`src/rtl/riscv_pipe_ctrl_pkg.sv`:
```
// Shared constants for the pipeline control unit: forwarding selects,
// multi-cycle FSM encodings and the bubble instruction.
package riscv_pipe_ctrl_pkg;

  localparam logic [1:0] FWD_SEL_RF    = 2'd0;
  localparam logic [1:0] FWD_SEL_EXMEM = 2'd1;
  localparam logic [1:0] FWD_SEL_MEMWB = 2'd2;

  localparam logic [0:0] ST_RUN  = 1'b0;
  localparam logic [0:0] ST_BUSY = 1'b1;

  // Wide enough for MD_LAT-2 with MD_LAT up to 16.
  localparam int unsigned MD_CW = 4;

  localparam logic [31:0] NOP = 32'h0000_0013;

  function automatic logic rd_hit(
    input logic       used,
    input logic [7:0] rs,
    input logic       wen,
    input logic [7:0] rd
  );
    return used & wen & (rd != 8'd0) & (rs == rd);
  endfunction

endpackage

```
`src/rtl/riscv_pipe_ctrl_md_timer.sv`:
```
// RUN/BUSY sequencer holding a multi-cycle EX op for MD_LAT cycles.
// md_stall covers the first MD_LAT-1 cycles, md_done flags the last.
module riscv_md_timer
  import riscv_pipe_ctrl_pkg::*;
#(
  parameter int unsigned MD_LAT = 4
) (
  input  logic clk,
  input  logic rst,
  input  logic idex_is_md,
  output logic md_stall,
  output logic md_done
);

  localparam logic [MD_CW-1:0] CNT_INIT =
    (MD_LAT > 1) ? MD_CW'(MD_LAT - 2) : '0;
  localparam logic MULTI = (MD_LAT > 1);

  logic [0:0]       state_q, state_d;
  logic [MD_CW-1:0] md_cnt_q, md_cnt_d;

  always_comb begin
    state_d  = state_q;
    md_cnt_d = md_cnt_q;
    md_stall = 1'b0;
    md_done  = 1'b0;
    unique case (state_q)
      ST_RUN: begin
        if (idex_is_md && MULTI) begin
          md_stall = 1'b1;
          state_d  = ST_BUSY;
          md_cnt_d = CNT_INIT;
        end
      end
      ST_BUSY: begin
        if (md_cnt_q != '0) begin
          md_stall = 1'b1;
          md_cnt_d = md_cnt_q - 1'b1;
        end else begin
          md_done = 1'b1;
          state_d = ST_RUN;
        end
      end
      default: state_d = ST_RUN;
    endcase
    // Reset dominates: no stall or completion is reported while held.
    if (rst) begin
      md_stall = 1'b0;
      md_done  = 1'b0;
    end
  end

  always_ff @(posedge clk) begin
    if (rst) begin
      state_q  <= ST_RUN;
      md_cnt_q <= '0;
    end else begin
      state_q  <= state_d;
      md_cnt_q <= md_cnt_d;
    end
  end

endmodule

```
`src/rtl/riscv_pipe_ctrl.sv`:
```
// Pipeline control: stalls, flushes, jump redirect, forwarding, stall count.
// Define RISCV_PIPE_CTRL_FWD_EN for forwarding; otherwise RAW hazards stall.
module riscv_pipe_ctrl
  import riscv_pipe_ctrl_pkg::*;
#(
  parameter int unsigned REG_AW = 5,
  parameter int unsigned XLEN   = 32,
  parameter int unsigned MD_LAT = 4,
  parameter int unsigned CNT_W  = 32
) (
  input  logic              clk,
  input  logic              rst,
  input  logic [REG_AW-1:0] id_rs1_addr,
  input  logic [REG_AW-1:0] id_rs2_addr,
  input  logic              id_rs1_used,
  input  logic              id_rs2_used,
  input  logic [REG_AW-1:0] ex_rs1_addr,
  input  logic [REG_AW-1:0] ex_rs2_addr,
  input  logic [REG_AW-1:0] idex_rd_addr,
  input  logic              idex_regs_wen,
  input  logic              idex_is_load,
  input  logic              idex_is_md,
  input  logic [REG_AW-1:0] exmem_rd_addr,
  input  logic              exmem_regs_wen,
  input  logic              exmem_is_load,
  input  logic [REG_AW-1:0] memwb_rd_addr,
  input  logic              memwb_regs_wen,
  input  logic              ex_jump_req,
  input  logic [XLEN-1:0]   ex_jump_addr,
  output logic              pc_lden,
  output logic              if_id_lden,
  output logic              id_ex_lden,
  output logic              ex_mem_lden,
  output logic              mem_wb_lden,
  output logic              if_id_flush,
  output logic              id_ex_flush,
  output logic              ex_mem_flush,
  output logic [1:0]        fwd_rs1_sel,
  output logic [1:0]        fwd_rs2_sel,
  output logic              pc_jump,
  output logic [XLEN-1:0]   pc_jump_addr,
  output logic              md_busy,
  output logic              md_done,
  output logic [CNT_W-1:0]  stall_cnt
);

  logic md_stall;
  logic hz;
  logic jump_take;
  logic hz_stall;
  logic hit_ex;
  logic [CNT_W-1:0] stall_cnt_q, stall_cnt_d;

  riscv_md_timer #(
    .MD_LAT(MD_LAT)
  ) u_md_timer (
    .clk       (clk),
    .rst       (rst),
    .idex_is_md(idex_is_md),
    .md_stall  (md_stall),
    .md_done   (md_done)
  );

  assign hit_ex =
    rd_hit(id_rs1_used, 8'(id_rs1_addr),
           idex_regs_wen, 8'(idex_rd_addr)) |
    rd_hit(id_rs2_used, 8'(id_rs2_addr),
           idex_regs_wen, 8'(idex_rd_addr));

`ifdef RISCV_PIPE_CTRL_FWD_EN
  assign hz = idex_is_load & hit_ex;

  always_comb begin
    fwd_rs1_sel = FWD_SEL_RF;
    fwd_rs2_sel = FWD_SEL_RF;
    // A load in MEM has no data yet; only ALU results forward from ex_mem.
    if (exmem_regs_wen && !exmem_is_load &&
        exmem_rd_addr != '0 && exmem_rd_addr == ex_rs1_addr)
      fwd_rs1_sel = FWD_SEL_EXMEM;
    else if (memwb_regs_wen && memwb_rd_addr != '0 &&
             memwb_rd_addr == ex_rs1_addr)
      fwd_rs1_sel = FWD_SEL_MEMWB;
    if (exmem_regs_wen && !exmem_is_load &&
        exmem_rd_addr != '0 && exmem_rd_addr == ex_rs2_addr)
      fwd_rs2_sel = FWD_SEL_EXMEM;
    else if (memwb_regs_wen && memwb_rd_addr != '0 &&
             memwb_rd_addr == ex_rs2_addr)
      fwd_rs2_sel = FWD_SEL_MEMWB;
  end
`else
  logic hit_mem;
  logic hit_wb;
  logic unused_nofwd;

  assign hit_mem =
    rd_hit(id_rs1_used, 8'(id_rs1_addr),
           exmem_regs_wen, 8'(exmem_rd_addr)) |
    rd_hit(id_rs2_used, 8'(id_rs2_addr),
           exmem_regs_wen, 8'(exmem_rd_addr));
  assign hit_wb =
    rd_hit(id_rs1_used, 8'(id_rs1_addr),
           memwb_regs_wen, 8'(memwb_rd_addr)) |
    rd_hit(id_rs2_used, 8'(id_rs2_addr),
           memwb_regs_wen, 8'(memwb_rd_addr));
  assign hz = hit_ex | hit_mem | hit_wb;

  assign fwd_rs1_sel = FWD_SEL_RF;
  assign fwd_rs2_sel = FWD_SEL_RF;
  assign unused_nofwd = ^{ex_rs1_addr, ex_rs2_addr,
                          exmem_is_load, idex_is_load};
`endif

  // The jump kills the younger instruction in ID, so its hazard is moot.
  assign jump_take = !rst & ex_jump_req & !md_stall;
  assign hz_stall  = !rst & hz & !md_stall & !jump_take;

  always_comb begin
    pc_lden      = 1'b1;
    if_id_lden   = 1'b1;
    id_ex_lden   = 1'b1;
    ex_mem_lden  = 1'b1;
    mem_wb_lden  = 1'b1;
    if_id_flush  = 1'b0;
    id_ex_flush  = 1'b0;
    ex_mem_flush = 1'b0;
    pc_jump      = 1'b0;
    unique case (1'b1)
      md_stall: begin
        pc_lden      = 1'b0;
        if_id_lden   = 1'b0;
        id_ex_lden   = 1'b0;
        ex_mem_lden  = 1'b0;
        ex_mem_flush = 1'b1;
      end
      jump_take: begin
        pc_jump     = 1'b1;
        if_id_flush = 1'b1;
        id_ex_flush = 1'b1;
      end
      hz_stall: begin
        pc_lden     = 1'b0;
        if_id_lden  = 1'b0;
        id_ex_flush = 1'b1;
      end
      default: ;
    endcase
  end

  assign pc_jump_addr = ex_jump_addr;
  assign md_busy      = md_stall;

  always_comb begin
    stall_cnt_d = stall_cnt_q;
    if (!pc_lden && stall_cnt_q != {CNT_W{1'b1}})
      stall_cnt_d = stall_cnt_q + 1'b1;
  end

  always_ff @(posedge clk) begin
    if (rst) stall_cnt_q <= '0;
    else     stall_cnt_q <= stall_cnt_d;
  end

  assign stall_cnt = stall_cnt_q;

endmodule
```
`config.mk`:
```
export PLATFORM = sky130hd
export DESIGN_NAME = riscv_pipe_ctrl
export DESIGN_NICKNAME = d
export VERILOG_FILES = /design/src/rtl/riscv_pipe_ctrl_pkg.sv /design/src/rtl/riscv_pipe_ctrl_md_timer.sv /design/src/rtl/riscv_pipe_ctrl.sv
export SDC_FILE = /design/constraint.sdc
export NUM_CORES = 1
export LEC_CHECK = 0
export ABC_AREA = 1
export CAP_MARGIN = 20
export CORE_UTILIZATION = 30
export CTS_CLUSTER_SIZE = 14
export DETAILED_ROUTE_END_ITERATION = 8
export PLACE_DENSITY = 0.64
export SLEW_MARGIN = 20
export SYNTH_ARGS = -nofsm -noshare
export SYNTH_HDL_FRONTEND = slang
export SYNTH_SLANG_ARGS = --single-unit
```
`constraint.sdc`:
```
create_clock -name clk -period 4.02 [get_ports clk]
set_clock_uncertainty 0.2 [all_clocks]
set_input_delay 0.402 -clock clk [delete_from_list [all_inputs] [get_ports clk]]
set_output_delay 0.402 -clock clk [all_outputs]
set_load 0.02 [all_outputs]
```
==> key figures <==
Outcome
  • Outcome: finished clean

Floorplanning
  • Initial core utilization: 0.3068
  • Die ar.: 10,920 sq um
  • FP Rows: 37
  • IO Pins: 157
  • Core area: 10,280 sq um
  • Die height: 104.5 um
  • Die span in x: 104.5 um

Worst setup path
  • Critical path's top delay family: buffers and inverters
  • Worst path most repeated cell: nand2_1
  • Worst Path Required: 3.42 ns
  • Type of origin of the critical path: input port
  • Setup CP Type: in -> out
  • R2r endpoint: stall_cnt[24]$_SDFFE_PP0P_
  • CP endpoint kind: output port
  • Crit-path cells: clkdlybuf4s50_1, inv_1, nand2_1, nand2_1, nor2_1, nand3_1, nand2_1, nand2_1, nand3_1, nand3_1, nand2_2, inv_1, clkdlybuf4s50_1
  • Setup crit start: id_rs2_addr[3]
  • R2r setup slk: 1.49 ns
  • CP max stage cell: clkdlybuf4s50_1
  • Worst reg2reg path startpoint: u_md_timer.md_cnt_q[0]$_SDFFE_PP0P_
  • Buf+Inv Stages, Crit Path: 4
  • Critical path arrival: 2.40 ns
  • Crit-path max cell delay: 0.56 ns
  • R2R depth: 12
  • Crit Path Max Fanout: 4

Clock network
  • Clock Tree Root: clkbuf_8
  • Post-cts sizing count: 0
  • Clock Latency Late Sink: 0.29 ns
  • CTS tree: yes
  • Hold buffer count at CTS: 0
  • CTS max path bufs: 2
  • Clk slew on worst S/H paths: 0.07 ns
  • Sink Count: 37
  • Depth of the CTS H-tree: 2
  • Inserted Clock Buffers: 5
  • Post-CTS Setup Inserts: 0

Synth
  • Yosys cell types: 32
  • Cell count after synthesis: 541
  • Sequential share of the synthesized area: 0.2349
  • FF+latch count, synth: 37
  • Top FF cell, synth: dfxtp_1
  • Async SR Flop Fraction: 0
  • YS warnings: 0
  • Number of enable flip-flop cells after synthesis: 0
  • Synthesized area per cell: 5.828 sq um
  • Synthesized area: 3153 sq um

Power
  • Lkg Pwr: 1.797 nW
  • Pwr Density: 228.5 nW/um^2
  • Peak supply drop: 0.0001343 V
  • Total Power: 871.5 uW

Route
  • Drt wl/cell: 10.48 um
  • DR vias: 3,205
  • Starting DRT DRC Count: 154
  • 1st-pass router iterations: 5
  • Vias/cell: 4.489
  • Residual DRC: 0
  • Total wire length: 7481 um
  • Antenna-violating nets left: 0

Timing
  • Peak Freq: 333.5 MHz
  • Final hold vios: 0
  • Worst-Margin Slew: 0.5960 ns
  • Unrepaired setup endpoints after global routing: false
  • Max-slew violation count: 0
  • Rel. slew slack: 0.6026
  • Sum Neg Setup Slack: 0 ns
  • Fin crit period: 2.999 ns
  • Setup Viol. Count Final: 0
  • Final Cycle Share: 0.7460

Flow run
  • Max_cap viols: 0

Placement
  • Placed cell areas: 3727 sq um
  • Final HPWL from detailed placement: 5765 um
  • GPL Wtd Cong: 0.8537
  • IO Port Bufs: 75

GRT
  • GRT Residual Overflow: 0
  • Largest net degree at the start of global routing: 63
  • GRT Total Usage: 0.1365
  • Initial antenna violation count: 0
  • Vias in the first global route: 2,787
  • Global-route wire length before repair: 12,420 um

Final layout
  • Nets: 659
  • Number of diodes: 0
  • Synth-to-Final Area Change: 20.95%
  • Final instance area: 3814 sq um
  • Share of cells above drive strength 1: 0.06401

Min path
  • Hold crit path type: reg -> reg
  • Worst Hold Launch: u_md_timer.md_cnt_q[3]$_SDFFE_PP0P_
  • Hold path depth: 2
  • Hold EP: u_md_timer.md_cnt_q[3]$_SDFFE_PP0P_
## worst register-to-register path: cells and delay by family (launching register included)
family | cells | cell delay (ns)
DFF | 1 | 0.33
buffers and inverters | 3 | 0.70
AOI/OAI and AO/OA | 1 | 0.14
adders and majority gates | 1 | 0.19
and+or+nand+nor | 7 | 0.92
## per-layer routing
metal,vias to the layer above,wire length (um),track usage
met1,1408,3541,0.1719
met4,0,68,0.05816
li1,1711,-,-
met3,9,393,0.02694
met2,77,3478,0.2252
met5,-,0,0
## state kept, by name, indices dropped and copies added, names as in the netlist
| register | flops |
|---|---|
| stall_cnt | 32 |
| u_md_timer.md_cnt_q | 4 |
| u_md_timer.state_q | 1 |
## through the flow
step           hold slack, ns    util  setup slack, ns  std cells
2_1_floorplan          0.2838       -            1.296        544
3_3_place_gp           0.2943  0.3627            1.041        707
3_5_place_dp           0.3056  0.3627            1.016        707
4_1_cts                0.3130  0.3711            1.019        714
5_1_grt                0.3733  0.3711           0.8675        714
6_report               0.3140  0.3711            1.021        714
## power by group
part	leakage, nW	total [mW]	switching, mW	internal [mW]
registers	0.299	0.386	0.00924	0.376
clock network	0.0443	0.266	0.130	0.136
logic	1.45	0.220	0.129	0.0910
total	1.80	0.871	0.268	0.603
## cell usage after synthesis, types with 2 or more instances
cell type | number | share of area
nand3_2 | 3 | 0.0095
nor2_4 | 3 | 0.011
nand4_1 | 7 | 0.014
nand2_4 | 2 | 0.0071
nor2_2 | 5 | 0.0099
o21ai_0 | 7 | 0.011
ha_1 | 3 | 0.012
conb_1 | 2 | 0.0024
buf_4 | 47 | 0.11
a21oi_1 | 31 | 0.049
nand3b_1 | 2 | 0.0048
nor2_1 | 82 | 0.098
nand2_2 | 7 | 0.014
nand2_1 | 153 | 0.18
dfxtp_1 | 37 | 0.23
nor3_1 | 9 | 0.014
inv_2 | 3 | 0.0036
inv_1 | 70 | 0.083
nand3_1 | 55 | 0.087
## cell families (layout without fill, tap and decap cells)
group                    after synthesis  count (layout)  share of synthesized area
XOR/XNOR                               1               1                   0.002778
other                                  2               5                   0.002382
flip-flops                            37              37                     0.2349
AND/OR/NAND/NOR                      333             333                     0.4746
AO/OA/AOI/OAI                         40              40                    0.06428
adder cells (fa/ha/maj)                3               3                    0.01191
buffers and inverters                125             159                     0.2091
## final cells by class
type / instances / area [sq um]
clock buffer: 7 / 86.33
fill: 1121 / 6464
inverter: 75 / 286.5
multi-input combinational: 382 / 1764
sequential: 37 / 740.7
tap: 136 / 170.2
timing repair buffer: 77 / 765.7
## worst max-delay path by stage
stage               cells past startpoint       to  slack [ns]
finish                                 13  pc_lden        1.02
floorplan                              10  pc_lden        1.30
CTS                                    13  pc_lden        1.02
global route                           13  pc_lden        0.87
global placement                       12  pc_lden        1.04
detailed placement                     13  pc_lden        1.02
## cell usage in the layout (no fill, tap or decap), types with 3 or more instances in the layout
| master | count |
|---|---|
| clkdlybuf4s50_1 | 75 |
| nand4_1 | 7 |
| o21ai_0 | 7 |
| inv_2 | 3 |
| clkbuf_8 | 6 |
| nor2_4 | 3 |
| conb_1 | 5 |
| nand3_1 | 55 |
| nor3_1 | 9 |
| dfxtp_1 | 37 |
| a21oi_1 | 31 |
| nand3_2 | 3 |
| nor2_1 | 82 |
| nor2_2 | 5 |
| inv_1 | 70 |
| ha_1 | 3 |
| nand2_2 | 7 |
| nand2_1 | 153 |
No activity file was read; power rests on OpenSTA's default activity.
